<file path="src/rtl/blink_pkg.sv">
// Shared definitions for the blink period meter: state encoding, default width
// and the clamped tolerance window helpers.
`timescale 1ns/1ps
package blink_pkg;

  localparam logic [0:0] ST_IDLE    = 1'b0;
  localparam logic [0:0] ST_MEASURE = 1'b1;

  localparam int DEFAULT_CNT_W = 32;

  // Lower edge of the accepted window; a tolerance larger than the nominal clamps to 0.
  function automatic logic [63:0] lower_bound(input logic [63:0] nominal, input logic [63:0] tol);
    return (nominal > tol) ? (nominal - tol) : 64'd0;
  endfunction

  function automatic logic [63:0] upper_bound(input logic [63:0] nominal, input logic [63:0] tol);
    return nominal + tol;
  endfunction

endpackage

</file>
<file path="src/rtl/blink_period_meter_if.sv">
// Result port of the blink period meter: valid/ready result plus sticky status
// and the optional min/max statistics.
`timescale 1ns/1ps
interface blink_period_meter_if
  import blink_pkg::*;
#(
  parameter int cnt_w = DEFAULT_CNT_W
);

  logic [cnt_w-1:0] period_o;
  logic             period_valid_o;
  logic             period_ready_i;
  logic             ok_o;
  logic             sat_o;
  logic             overrun_o;
  logic [cnt_w-1:0] min_o;
  logic [cnt_w-1:0] max_o;

  modport master (
    output period_o, period_valid_o, ok_o, sat_o, overrun_o, min_o, max_o,
    input  period_ready_i
  );

  modport slave (
    input  period_o, period_valid_o, ok_o, sat_o, overrun_o, min_o, max_o,
    output period_ready_i
  );

endinterface

</file>
<file path="src/rtl/sync_edge_det.sv">
// Two-flop synchroniser plus delay flop; pulse is high for one cycle after
// either direction of change on the asynchronous input.
`timescale 1ns/1ps
module sync_edge_det (
  input  logic clk,
  input  logic rst,
  input  logic sig,
  output logic pulse
);

  logic meta_q;
  logic sync_q;
  logic sync_d;

  always_ff @(posedge clk or posedge rst) begin
    if (rst) begin
      meta_q <= 1'b0;
      sync_q <= 1'b0;
      sync_d <= 1'b0;
    end else begin
      meta_q <= sig;
      sync_q <= meta_q;
      sync_d <= sync_q;
    end
  end

  assign pulse = sync_q ^ sync_d;

endmodule

</file>
<file path="src/rtl/blink_period_meter.sv">
// Measures clk cycles between blinky toggles and reports each interval with a
// tolerance verdict. Define BLINK_PERIOD_METER_STATS_EN to track min/max intervals.
`timescale 1ns/1ps
module blink_period_meter
  import blink_pkg::*;
#(
  parameter int clk_freq_hz = 50_000,
  parameter int tol_cycles  = 0,
  parameter int cnt_w       = DEFAULT_CNT_W
) (
  input  logic                 clk,
  input  logic                 rst,
  input  logic                 sig_i,
  blink_period_meter_if.master res
);

  localparam logic [cnt_w-1:0] cnt_max = '1;
  localparam logic [63:0]      lo64    = lower_bound(64'(clk_freq_hz), 64'(tol_cycles));
  localparam logic [63:0]      hi64    = upper_bound(64'(clk_freq_hz), 64'(tol_cycles));
  localparam logic [cnt_w:0]   lo_b    = lo64[cnt_w:0];
  localparam logic [cnt_w:0]   hi_b    = hi64[cnt_w:0];

  logic [0:0]       state;
  logic [cnt_w-1:0] cnt;
  logic             sat;
  logic             pulse;
  logic             cap;
  logic             cap_ok;
  logic             load;
  logic             drop;

  sync_edge_det u_sync (
    .clk   (clk),
    .rst   (rst),
    .sig   (sig_i),
    .pulse (pulse)
  );

  always_comb begin
    cap    = (state == ST_MEASURE) && pulse;
    cap_ok = !sat && ({1'b0, cnt} >= lo_b) && ({1'b0, cnt} <= hi_b);
    load   = cap && (!res.period_valid_o || res.period_ready_i);
    drop   = cap && res.period_valid_o && !res.period_ready_i;
  end

  // The first edge only arms; every later edge closes one interval and opens the next.
  always_ff @(posedge clk or posedge rst) begin
    if (rst) begin
      state <= ST_IDLE;
      cnt   <= '0;
      sat   <= 1'b0;
    end else begin
      case (state)
        ST_IDLE: begin
          if (pulse) begin
            state <= ST_MEASURE;
            cnt   <= cnt_w'(1);
          end
        end
        default: begin
          if (pulse) begin
            cnt <= cnt_w'(1);
            sat <= 1'b0;
          end else if (cnt == cnt_max) begin
            sat <= 1'b1;
          end else begin
            cnt <= cnt + 1'b1;
          end
        end
      endcase
    end
  end

  // A result arriving while the previous one is still unaccepted is lost, not queued.
  always_ff @(posedge clk or posedge rst) begin
    if (rst) begin
      res.period_o       <= '0;
      res.period_valid_o <= 1'b0;
      res.ok_o           <= 1'b0;
      res.sat_o          <= 1'b0;
      res.overrun_o      <= 1'b0;
    end else begin
      if (load) begin
        res.period_o       <= cnt;
        res.ok_o           <= cap_ok;
        res.sat_o          <= sat;
        res.period_valid_o <= 1'b1;
      end else if (res.period_valid_o && res.period_ready_i) begin
        res.period_valid_o <= 1'b0;
      end
      if (drop) begin
        res.overrun_o <= 1'b1;
      end
    end
  end

`ifdef BLINK_PERIOD_METER_STATS_EN
  always_ff @(posedge clk or posedge rst) begin
    if (rst) begin
      res.min_o <= '1;
      res.max_o <= '0;
    end else if (load && !sat) begin
      if (cnt < res.min_o) begin
        res.min_o <= cnt;
      end
      if (cnt > res.max_o) begin
        res.max_o <= cnt;
      end
    end
  end
`else
  assign res.min_o = '1;
  assign res.max_o = '0;
`endif

endmodule

</file>
<file path="src/flat_wrapper.sv">
// flat-port wrapper written by rule: the top's interface ports become plain ports
module blink_period_meter_flat import blink_pkg::*;
#(
  parameter int clk_freq_hz = 50_000,
  parameter int tol_cycles  = 0,
  parameter int cnt_w       = DEFAULT_CNT_W
)
  (clk, rst, sig_i, res_period_o, res_period_valid_o, res_ok_o, res_sat_o, res_overrun_o, res_min_o, res_max_o, res_period_ready_i);
  blink_period_meter_if #(.cnt_w(cnt_w)) res_i ();
  input  logic clk;
  input  logic rst;
  input  logic sig_i;
  output wire logic [$bits(res_i.period_o)-1:0] res_period_o;
  output wire logic [$bits(res_i.period_valid_o)-1:0] res_period_valid_o;
  output wire logic [$bits(res_i.ok_o)-1:0] res_ok_o;
  output wire logic [$bits(res_i.sat_o)-1:0] res_sat_o;
  output wire logic [$bits(res_i.overrun_o)-1:0] res_overrun_o;
  output wire logic [$bits(res_i.min_o)-1:0] res_min_o;
  output wire logic [$bits(res_i.max_o)-1:0] res_max_o;
  input wire logic [$bits(res_i.period_ready_i)-1:0] res_period_ready_i;
  assign res_period_o = res_i.period_o;
  assign res_period_valid_o = res_i.period_valid_o;
  assign res_ok_o = res_i.ok_o;
  assign res_sat_o = res_i.sat_o;
  assign res_overrun_o = res_i.overrun_o;
  assign res_min_o = res_i.min_o;
  assign res_max_o = res_i.max_o;
  assign res_i.period_ready_i = res_period_ready_i;
  blink_period_meter #(.clk_freq_hz(clk_freq_hz), .tol_cycles(tol_cycles), .cnt_w(cnt_w)) u_core (.clk(clk), .rst(rst), .sig_i(sig_i), .res(res_i));
endmodule
</file>
<file path="config.mk">
export PLATFORM = sky130hd
export DESIGN_NAME = blink_period_meter_flat
export DESIGN_NICKNAME = d
export VERILOG_FILES = /design/src/rtl/blink_pkg.sv /design/src/rtl/blink_period_meter_if.sv /design/src/rtl/sync_edge_det.sv /design/src/rtl/blink_period_meter.sv /design/src/flat_wrapper.sv
export SDC_FILE = /design/constraint.sdc
export NUM_CORES = 1
export LEC_CHECK = 0
export ABC_AREA = 1
export ABC_CLOCK_PERIOD_IN_PS = 1900
export BUFFER_PORTS_ARGS = -buffer_cell sky130_fd_sc_hd__buf_4
export CAP_MARGIN = 40
export CORE_MARGIN = 4
export CORE_UTILIZATION = 45
export DETAILED_ROUTE_END_ITERATION = 10
export PLACE_DENSITY = 0.76
export SLEW_MARGIN = 20
export SYNTH_ARGS = -nofsm -noshare
export SYNTH_HDL_FRONTEND = slang
export SYNTH_SLANG_ARGS = --single-unit
</file>
<file path="constraint.sdc">
create_clock -name clk -period 1.9 [get_ports clk]
set_clock_uncertainty 0.05 [all_clocks]
set_input_delay 0 -clock clk [delete_from_list [all_inputs] [get_ports clk]]
set_output_delay 0 -clock clk [all_outputs]
set_load 0.05 [all_outputs]
</file>
# ---- After elaboration in Yosys (flattened, before gate mapping)
# Index checks and enable logic that the tools add are counted.
dict set report word_totals {
  input_bits 4
  word_cells 43
  output_inout_bits 100
  ff_bits 73
}
dict set report op_classes {
  eq_ne 2
  reduce_logical 16
  muxes 10
  add_sub_neg 1
  magnitude_cmp 2
  bitwise_logic 1
}
# op count
set op_table {}
lappend op_table {{2-to-1 mux 32 bit} 4}
lappend op_table {{adder 32 x 1 -> 32 bit (second input constant)} 1}
lappend op_table {{== test 32 bit (second input constant)} 1}
lappend op_table {{greater-or-equal comparator 32 x 16 -> 1 bit (second input constant)} 1}
lappend op_table {{<= comparator 32 x 16 -> 1 bit (second input constant)} 1}
lappend op_table {{logical AND 1 bit} 7}
lappend op_table {{2-to-1 mux 1 bit} 6}
lappend op_table {{nonzero test 2 bit} 3}
lappend op_table {{AND reduction 2 bit} 2}
lappend op_table {{zero test 1 bit} 3}
lappend op_table {{!= test 2 x 1 -> 1 bit (second input constant)} 1}
lappend op_table {{logical OR 1 bit} 1}
lappend op_table {{bitwise XOR 1 bit} 1}

# ---- Longest topological paths before layout
# Gate-level depths: netlist of run 1.
dict set report logic_depth {
  depth_word 4
  mapped_depth 10
  mapped_depth_nobuf 10
}

# ---- By module
# Synthesis of run 1 repeated with hierarchy kept, for this count alone.
dict set report unflattened {
  hier_cells 559
  area_unflattened_um2 4290.4
}
# module seq_area_each_um2 n_inst cells_per_inst area_per_inst_um2
set modules_own_cells {}
lappend modules_own_cells {blink_period_meter 1751.7 1 550 4192.8}
lappend modules_own_cells {sync_edge_det 75.1 1 9 97.6}

# ---- Worst setup path after synthesis of run 1
# OpenSTA, ideal clock, no wires.
dict set report synth_path {
  path_type {reg2reg}
  startpoint {reg u_core.res.period_valid_o}
  endpoint {reg u_core.res.period_o[14]}
  path_stages_with_launch 8
  setup_slack_ps 255
  setup_ps 77
  period_less_slack_ps 1645
  n_path_buf 1
  arrival_time_ps 1518
  required_ps 1773
  path_cell_list {dfrtp_1 inv_1 nor2_1 nor3_4 inv_2 clkbuf_1 nand2_1 o21ai_1}
}
dict set report synth_via {
  elab_chain_cells 3
}
# element line
set synth_rtl {}
lappend synth_rtl {{start, declared} blink_period_meter_if.sv:20} ;# output period_o, period_valid_o, ok_o, sat_o, overrun_o, min_o, max_o,
lappend synth_rtl {{start signal, assigned} blink_period_meter.sv:78} ;# res.period_valid_o <= 1'b0;
lappend synth_rtl {{start signal, assigned} blink_period_meter.sv:87} ;# res.period_valid_o <= 1'b1;
lappend synth_rtl {{start signal, assigned} blink_period_meter.sv:89} ;# res.period_valid_o <= 1'b0;
lappend synth_rtl {{zero test 1 bit} blink_period_meter.sv:42} ;# load = cap && (!res.period_valid_o || res.period_ready_i);
lappend synth_rtl {{logical OR 1 bit} blink_period_meter.sv:42}
lappend synth_rtl {{logical AND 1 bit} blink_period_meter.sv:42}
lappend synth_rtl {{end signal, assigned} blink_period_meter.sv:84} ;# res.period_o <= cnt;
lappend synth_rtl {{end, declared} blink_period_meter_if.sv:20}
# No other way between the ends.
# A chain may end at the register's enable or synchronous reset.

# ---- Worst setup path in the final report of run 1
dict set report layout_path {
  startpoint {reg u_core.cnt[0]}
  endpoint {reg u_core.cnt[10]}
}
dict set report layout_via {
  elab_chain_cells 4
  elab_cells_between_ends 7
  cone_classes {add/sub (1); eq/ne (2); mux (3); reduce/logical (1)}
}
# element line
set layout_rtl {}
lappend layout_rtl {{start, declared} blink_period_meter.sv:24} ;# logic [cnt_w-1:0] cnt;
lappend layout_rtl {{start signal, assigned} blink_period_meter.sv:57} ;# cnt <= cnt_w'(1);
lappend layout_rtl {{start signal, assigned} blink_period_meter.sv:62} ;# cnt <= cnt_w'(1);
lappend layout_rtl {{start signal, assigned} blink_period_meter.sv:67} ;# cnt <= cnt + 1'b1;
lappend layout_rtl {{adder 32 x 1 -> 32 bit} blink_period_meter.sv:67}
lappend layout_rtl {{2-to-1 mux 32 bit} blink_period_meter.sv:64} ;# end else if (cnt == cnt_max) begin
lappend layout_rtl {{2-to-1 mux 32 bit} blink_period_meter.sv:61} ;# if (pulse) begin
lappend layout_rtl {{2-to-1 mux 32 bit} blink_period_meter.sv:53} ;# case (state)
# Parallel ways exist; a longest one is shown, timed or not. The select of a mux whose other input is x is not followed.

==> impl.org, run 1 <==
** CTS
- Root cell of the clock tree :: sky130_fd_sc_hd__clkbuf_8
- After clock tree synthesis, the clock-pin slew on the worst setup and hold paths is 0.08 ns.
- TritonCTS clock tree :: built
- The clock tree synthesis step divided the H-tree into 3 levels.
- CTS saw 73 sinks.
- CTS Buf Count :: 9
- Clock buffer depth :: 2
- Skew-Pair Late Insertion Delay :: 0.35 ns

** Global route
- Summed over all layers, the global routing overflow is 0.
- Maximum number of pins on one net before global-route repair :: 74
- The first global-routing pass estimated 16.7 mm of wire.
- The via count of the first global-routing pass came to 3349.
- The initial antenna violation count is 0.
- GRT Util Overall :: 19.1%

** STA
- Final setup violation count :: 0
- RSZ-0062 raised after global routing :: true
- Setup slack on the critical path of the routed design comes to 0.0957 ns.
- The count of pins over their slew limit was 0.
- Post-layout minimum cycle time :: 1.80 ns
- Crit share post-route :: 95.0%
- Peak clock frequency supported by timing :: 0.554 GHz
- The hold violation total from the final report came to 0.

** Logic synthesis
- Sequential cells were found to cover 43.0% of the synthesized design area.
- During synthesis, Yosys emitted a total of 0 warnings.
- Synthesis produced a netlist whose cell count is 561.
- Synth top area cells :: sky130_fd_sc_hd__dfrtp_1 (43%), sky130_fd_sc_hd__nand2_1 (16%), sky130_fd_sc_hd__buf_4 (11%)
- Among all cell types in the netlist, the one instantiated most often is sky130_fd_sc_hd__nand2_1.
- In the synthesized netlist the async set-or-reset flop fraction comes to 100%.
- Fraction of synthesized cell area taken by the top area cell type :: 43.0%
- Multiplexer area fraction after synthesis :: 0%
- Dominant cell type by area after synthesis :: sky130_fd_sc_hd__dfrtp_1
- Adder-Cell Fraction of Synth Area :: 0.589%
- Combinational family with the most area after synthesis :: simple AND/OR/NAND/NOR gates
- Top post-synthesis cells by count :: sky130_fd_sc_hd__nand2_1 (183), sky130_fd_sc_hd__dfrtp_1 (73), sky130_fd_sc_hd__buf_4 (65)
- Unique cell type count in the Yosys netlist :: 28
- Average instance area after synthesis :: 7.58 um^2
- After Yosys synthesis, XOR and XNOR cells account for 2.85% of the synthesized area.
- The synthesized design contains 0 enable-type register cells.
- For this run, the leading register cell type out of synthesis is sky130_fd_sc_hd__dfrtp_1.
- After Yosys synthesis, and, or, nand and nor cells account for 28.3% of the synthesized area.
- Complex-gate fraction of the synthesized area :: 7.59%
- Post-synth design cell area :: 4250 um^2
- Post-synthesis sequential element count :: 73

** Setup path
- In this design, the stage delay of the slowest critical-path cell is 0.43 ns.
- On the critical path, the stage with the largest delay is an instance of sky130_fd_sc_hd__dfrtp_1.
- By startpoint and endpoint, the worst setup path is classified as reg -> reg.
- At the worst endpoint, the required time is 2.13 ns.
- The most numerous cell type found on the critical path is sky130_fd_sc_hd__nand2_4.
- STA classifies the critical path endpoint as a register.
- STA classifies the critical path startpoint as a register.
- Data arrives at the worst endpoint at 2.03 ns.
- Along the worst path, the maximum fanout reaches 15.
- The signal on the critical path passes through ha_4 > nand2_2 > nor2_4 > nand2_4 > nor2_8 > nand3_2 > nand2_4 > clkbuf_16 > nand2_1 > o21ai_1.

** Routing
- The detailed router placed 3581 vias in this run.
- In the final routed layout, each cell accounts on average for 13.8 um.
- The count of nets left with antenna violations once routing finished came out at 0.
- WL final :: 10.5 mm
- Detailed Routing Iterations Pass 1 :: 5
- Dividing the detail-routed via count by the number of cells gives 4.72.
- Signal routing reaches up to met4.
- Routed length on met2 :: 4.90 mm
- # DRC :: 0
- Metal1 wirelength :: 4.66 mm
- Met3 layer wire length in the routed design :: 681 um
- First DRT Iteration DRCs :: 331

** Cells and area
- 0 antenna diodes ended up in the layout.
- Share of final-layout standard cells stronger than drive strength 1 :: 16.4%
- Layout-stage area growth over the synthesis result :: 14.6%
- The final layout contains 631 nets.
- Utilization of the core after routing :: 52.7%

** Run status
- Run status :: finished clean

** Placement
- The count of buffers added on input and output ports is 39.
- The congestion estimate from routability-driven global placement came to 0.900.
- Post-detail-place hpwl :: 7.65 mm
- Timing analysis after detailed placement gives a worst setup slack of 0.0606 ns.

** Floorplanning
- # rows :: 35
- 104 I/O pins were placed.
- Area enclosed by the die boundary :: 11100 um^2
- Core outline area :: 9240 um^2
- Die boundary width :: 105 um
- The floorplan step set the die height to 105 um.
- Starting density of the core :: 46.0%

** Flow run
- Across the run, the number of max-cap violations was 0.

** Power and ir drop
- Power per standard cell area :: 763 nW/um^2
- Across the VDD grid, the largest voltage drop is 0.458 mV.
- For this design the static power due to leakage is 0.00235 uW.

** Hold path
- Worst min-delay path category :: in -> async
where the power goes:
| part | switching, uW | internal, uW |
|---|---|---|
| Clock | 606 | 592 |
| Sequential | 66.0 | 1620 |
| Combinational | 662 | 173 |
| Total | 1330 | 2390 |
layer usage:
| metal | up-vias | track usage, % |
|---|---|---|
| met3 | 22 | 2.90 |
| li1 | 1745 | - |
| met4 | 0 | 7.50 |
| met5 | - | 0 |
| met1 | 1656 | 25.9 |
| met2 | 158 | 30.5 |
critical path: cells and delay by family (launching register included):
family | cells | cell delay [ns]
DFF | 1 | 0.43
buffers and inverters | 1 | 0.19
and+or+nand+nor | 7 | 0.79
AOI/OAI and AO/OA | 1 | 0.07
adders and majority gates | 1 | 0.18
repair_timing:
action | 4_1_cts | 5_1_grt
setup buffers | 0 | 3
gates resized for setup | 0 | 6
hold endpoints to repair | 76 | 0
endpoints found under the setup margin | 0 | 31
hold buffers | 3 | 0
through the flow:
| stage | hold slack, ns | setup TNS [ns] | cell area (um^2) | cells | power [uW] |
|---|---|---|---|---|---|
| after global placement | 0.0593 | 0 | 4580 | 736 | 2500 |
| after detailed placement | 0.0637 | 0 | 4580 | 736 | 2510 |
| after CTS | 0.231 | 0 | 4800 | 754 | 3710 |
| final | 0.238 | 0 | 4870 | 758 | 3720 |
| after floorplan | -0.0186 | 0 | 4490 | 623 | 2450 |
| after global routing | 0.238 | -0.0486 | 4870 | 758 | 3880 |
cell type report:
class / count / area [um^2]
inverters: 49 / 188
repair buffers: 66 / 571
clock buffers: 9 / 124
fillers: 897 / 4370
multi-input cells: 426 / 1940
flip-flops and latches: 73 / 1830
well taps: 129 / 161
clock inverters: 6 / 60.1
worst paths after layout:
| check | startpoint | endpoint | slack, ns | cells after the start |
|---|---|---|---|---|
| max | u_core.cnt[0]$_DFFE_PP0P_ | u_core.cnt[10]$_DFFE_PP0P_ | 0.1 | 10 |
| max in group asynchronous | rst | u_core.cnt[17]$_DFFE_PP0P_ | 1.22 | 4 |
| min reg2reg | u_core.u_sync.meta_q$_DFF_PP0_ | u_core.u_sync.sync_q$_DFF_PP0_ | 0.30 | 0 |
| min | rst | u_core.res.period_o[29]$_DFFE_PP0P_ | 0.24 | 4 |
| max reg2reg | u_core.cnt[0]$_DFFE_PP0P_ | u_core.cnt[10]$_DFFE_PP0P_ | 0.1 | 10 |
| min in group clk | sig_i | u_core.u_sync.meta_q$_DFF_PP0_ | 0.24 | 2 |
cell usage in the layout (no fill, tap or decap), types with 5 or more instances in the layout:
cell type,count
sky130_fd_sc_hd__a21oi_1,5
sky130_fd_sc_hd__xor2_1,12
sky130_fd_sc_hd__dfrtp_1,73
sky130_fd_sc_hd__nand2_1,183
sky130_fd_sc_hd__inv_1,45
sky130_fd_sc_hd__buf_4,58
sky130_fd_sc_hd__nor2_1,52
sky130_fd_sc_hd__o21ai_1,40
sky130_fd_sc_hd__clkbuf_8,9
sky130_fd_sc_hd__nand3_1,20
sky130_fd_sc_hd__o21ai_0,18
sky130_fd_sc_hd__conb_1,64
sky130_fd_sc_hd__nand4_1,5
sky130_fd_sc_hd__nand2_2,5
kinds of logic after synthesis:
family | Yosys count
and+or+nand+nor | 283
buffers and inverters | 124
DFF | 73
AOI/OAI and AO/OA | 64
xor gates and xnor gates | 13
adders and majority gates | 2
other | 2
state kept, by name, summed over array words and instances (netlist names):
register,cells
u_core.cnt,32
u_core.res.period_o,32
u_core.res.ok_o,1
u_core.res.overrun_o,1
u_core.res.period_valid_o,1
u_core.res.sat_o,1
u_core.sat,1
u_core.state,1
u_core.u_sync.meta_q,1
u_core.u_sync.sync_d,1
u_core.u_sync.sync_q,1
Power figures use the tool's default switching activity.
==> inputs of run 2 (changes only) <==
SYNTH_HIERARCHICAL = 1   (was default)
==> impl.org, run 2 <==
** Logic synthesis
- By count the netlist is led by sky130_fd_sc_hd__nand2_1 (180), sky130_fd_sc_hd__dfrtp_1 (73), sky130_fd_sc_hd__buf_4 (65).
- The proportion of netlist area held by the largest area contributor came to 42.6% (-0.39 points).
- The post-synthesis area per instance came to 7.68 um^2 (+1.3%).
- Number of enable-type register cells in the synthesized netlist :: 0 (unchanged)
- The synthesized instance count came to 559 (-0.36%).
- The share of async-settable or async-resettable flops after synthesis was 100% (unchanged).
- Top-count cell post-synth :: sky130_fd_sc_hd__nand2_1
- Synth top area cells :: sky130_fd_sc_hd__dfrtp_1 (43%), sky130_fd_sc_hd__nand2_1 (16%), sky130_fd_sc_hd__buf_4 (11%)
- The netlist area before placement is 4290 um^2 (+0.91%).
- Top_reg_cell synth :: sky130_fd_sc_hd__dfrtp_1
- Synthesis warning total :: 6 (+6)
- Share of synthesized area occupied by flip-flops and latches :: 42.6% (-0.39 points)
- Post-synthesis sequential element count :: 73 (unchanged)
- Unique cell type count in the Yosys netlist :: 30 (+7.1%)
- Dominant cell type by area after synthesis :: sky130_fd_sc_hd__dfrtp_1

** Hold path
- Worst min-delay path category :: in -> async

** CTS
- TritonCTS built the clock tree.
- The buffer depth of the longest clock path came to 2 (unchanged).
- Clock sink total :: 73 (unchanged)
- Root cell of the clock tree :: sky130_fd_sc_hd__clkbuf_8
- The number of CTS-inserted buffers is 9 (unchanged).
- The number of H-tree levels is 3 (unchanged).
- Clock transition at the register clock pins on the worst setup and hold paths after CTS :: 0.08 ns (about the same)
- The latest clock arrival within the worst-skew pair came to 0.36 ns (about the same).

** Power and ir drop
- The power density over the cells was 778 nW/um^2 (+1.9%).
- Portion of total power attributed to the clock network :: 39.5% (+7.3 points)
- Total power :: 3810 uW (+2.4%)
- The worst voltage drop across the vdd grid was 0.527 mV (+15%).
- Share of total power in combinational logic :: 17.5% (-4.9 points)
- The leakage power summed over all cells is 0.00237 uW (+1.2%).
- The net switching fraction of the power was 31.6% (-4.2 points).
- The fraction of power consumed by sequential logic came to 43.0% (-2.3 points).
- Cell-internal power :: 2600 uW (+9.2%)
- The power dissipated by switching net loads came to 1200 uW (-9.7%).

** Placement
- The number of input and output port buffers inserted came to 39 (unchanged).
- The total instance count after detailed placement is 729 (-0.95%).
- The worst setup slack after placement was 0.00537 ns (-0.0552 ns).
- The final weighted congestion of routability-driven global placement was 0.907 (+0.68%).
- The post-DP HPWL was 7.51 mm (-1.8%).

** Global route
- The overall global routing resource usage is 18.5% (-0.52 points).
- Via count of the first global-routing pass :: 3310 (-1.2%)
- The pin count of the biggest net entering global routing came to 71 (-4.1%).
- Leftover overflow at the end of global routing :: 0 (unchanged)
- The initial antenna violation count was 0 (unchanged).
- The first-pass GRT wire length is 16.5 mm (-1.0%).

** Routing
- The antenna violation net count after detailed routing came to 0 (unchanged).
- The total vias in the final route came to 3641 (+1.7%).
- WL final :: 10.4 mm (-1.4%)
- First DRT Iteration DRCs :: 324 (-2.1%)
- # DRC :: 0 (unchanged)
- The length of the first detailed-routing pass in iterations came to 5 (unchanged).
- The vias per cell was 4.84 (+2.5%).
- Average routed wire per standard cell :: 13.8 um (-0.58%)

** Cells and area
- Nets@finish :: 624 (-1.1%)
- The fraction of layout cells with a size suffix above 1 came to 16.5% (+0.16 points).
- Leaving out fill and tap cells, the most frequent cell in the layout is sky130_fd_sc_hd__nand2_1.
- In the layout the commonest cells are sky130_fd_sc_hd__nand2_1 (179), sky130_fd_sc_hd__dfrtp_1 (73), sky130_fd_sc_hd__conb_1 (64).
- The count of antenna diodes in the layout came to 0 (unchanged).
- From synthesis to final layout, the design area changed by 14.1%.
- Number of cells in the finished layout apart from fillers :: 752 (-0.79%)
- The largest registers in the layout are u_core/cnt (32), u_core/res.period_o (32).

** Run status
- Run status :: finished clean

** STA
- Final setup violation count :: 0 (unchanged)
- The share of the cycle needed by the critical path after routing came to 93.5% (-1.5 points).
- Final-report hold violation count :: 0 (unchanged)
- Post-route setup slack :: 0.124 ns (+0.0283 ns)
- Max-slew violation total from the final report :: 0 (unchanged)
- The shortest clock period the worst path allows after layout was 1.78 ns (-0.0283 ns).
- Peak clock frequency supported by timing :: 0.563 GHz (+1.6%)

** Floorplanning
- Area enclosed by the die boundary :: 11200 um^2 (+0.84%)
- Core outline area :: 9240 um^2 (unchanged)
- The total I/O pin count came to 104 (unchanged).
- The initial core utilization is 46.4% (+0.42 points).
- DIE HEIGHT :: 106 um (+0.42%)
- Die boundary width :: 106 um (+0.42%)
- The number of standard-cell rows in the floorplan was 35 (unchanged).

** Setup path
- The setup path with the least slack is of type reg -> reg.
- The worst setup path is launched from a register.
- Data arrival time of the critical path :: 1.96 ns (-0.07 ns)
- Maximum net fanout on the critical path :: 8 (-7)
- The endpoint required time on the critical path was 2.08 ns (-0.05 ns).
- STA classifies the critical path endpoint as a register.

** Flow run
- Max-capacitance violation count :: 0 (unchanged)
[run 2: cell type report]
cell class / instances / area, um^2
flip-flops and latches: 73 / 1830
fillers: 880 / 4350
well taps: 129 / 161
multi-input cells: 424 / 2000
inverters: 50 / 190
repair buffers: 60 / 470
clock inverters: 7 / 125
clock buffers: 9 / 124
[run 2: path summary, 6_finish.rpt]
path	from	to	slack, ns	cells after the start
max in group asynchronous	rst	u_core/res.period_o[20]$_DFFE_PP0P_	1.26	4
worst max register to register	u_core/cnt[8]$_DFFE_PP0P_	u_core/cnt[25]$_DFFE_PP0P_	0.12	8
min in group clk	sig_i	u_core/u_sync/meta_q$_DFF_PP0_	0.23	2
worst min-delay path	rst	u_core/u_sync/meta_q$_DFF_PP0_	0.02	3
worst min register to register	u_core/u_sync/meta_q$_DFF_PP0_	u_core/u_sync/sync_q$_DFF_PP0_	0.31	0
worst max-delay path	u_core/cnt[8]$_DFFE_PP0P_	u_core/cnt[25]$_DFFE_PP0P_	0.12	8
[run 2: kinds of logic after synthesis]
| group | synth area share (%) |
|---|---|
| xor gates and xnor gates | 1.63 |
| buffers and inverters | 17.4 |
| muxes | 1.05 |
| adders and majority gates | 0.583 |
| DFF | 42.6 |
| other | 0.175 |
| AOI/OAI and AO/OA | 6.36 |
| and+or+nand+nor | 30.3 |
[run 2: repair_timing]
item,4_1_cts,5_1_grt
resized for setup,1,6
setup endpoints to repair,4,32
endpoints found under the hold margin,76,0
hold buffers,3,0
pin swaps,0,3
gates cloned,0,1
setup buffers,0,3
[run 2: per-stage QoR]
step | utilization [%] | hold slack [ns] | instance area [um^2] | setup TNS [ns]
final | 53.0 | 0.0187 | 4890 | 0
after global routing | 53.0 | 0.0326 | 4890 | -0.00412
after CTS | 52.3 | 0.00135 | 4840 | 0
after detailed placement | 49.2 | -0.161 | 4550 | 0
after global placement | 49.2 | -0.164 | 4550 | 0
after floorplan | - | -0.296 | 4520 | 0
[run 2: layer usage]
layer  wire [um]  global-route usage [%]
met5           0                       0
met3         843                    3.43
met2        4800                    28.2
met4         145                    6.57
met1        4560                    26.4
[run 2: power groups by stage]
stage	Sequential (uW)	Clock, uW	Combinational (uW)
4_1_cts	1640	1550	638
3_3_place_gp	1670	0	623
6_report	1640	1510	665
3_5_place_dp	1670	0	629
2_1_floorplan	1750	0	534
5_1_grt	1640	1600	701
[run 2: worst max-delay path, stage by stage (launching register included)]
cell and delay [ns]:
sky130_fd_sc_hd__dfrtp_1 0.43, sky130_fd_sc_hd__nand2_1 0.16, sky130_fd_sc_hd__nor2_1 0.21, sky130_fd_sc_hd__nand2_2 0.13, sky130_fd_sc_hd__nor2_8 0.18, sky130_fd_sc_hd__nand3_4 0.11, sky130_fd_sc_hd__nand2_4 0.09, sky130_fd_sc_hd__buf_4 0.18
sky130_fd_sc_hd__o21ai_0 0.11
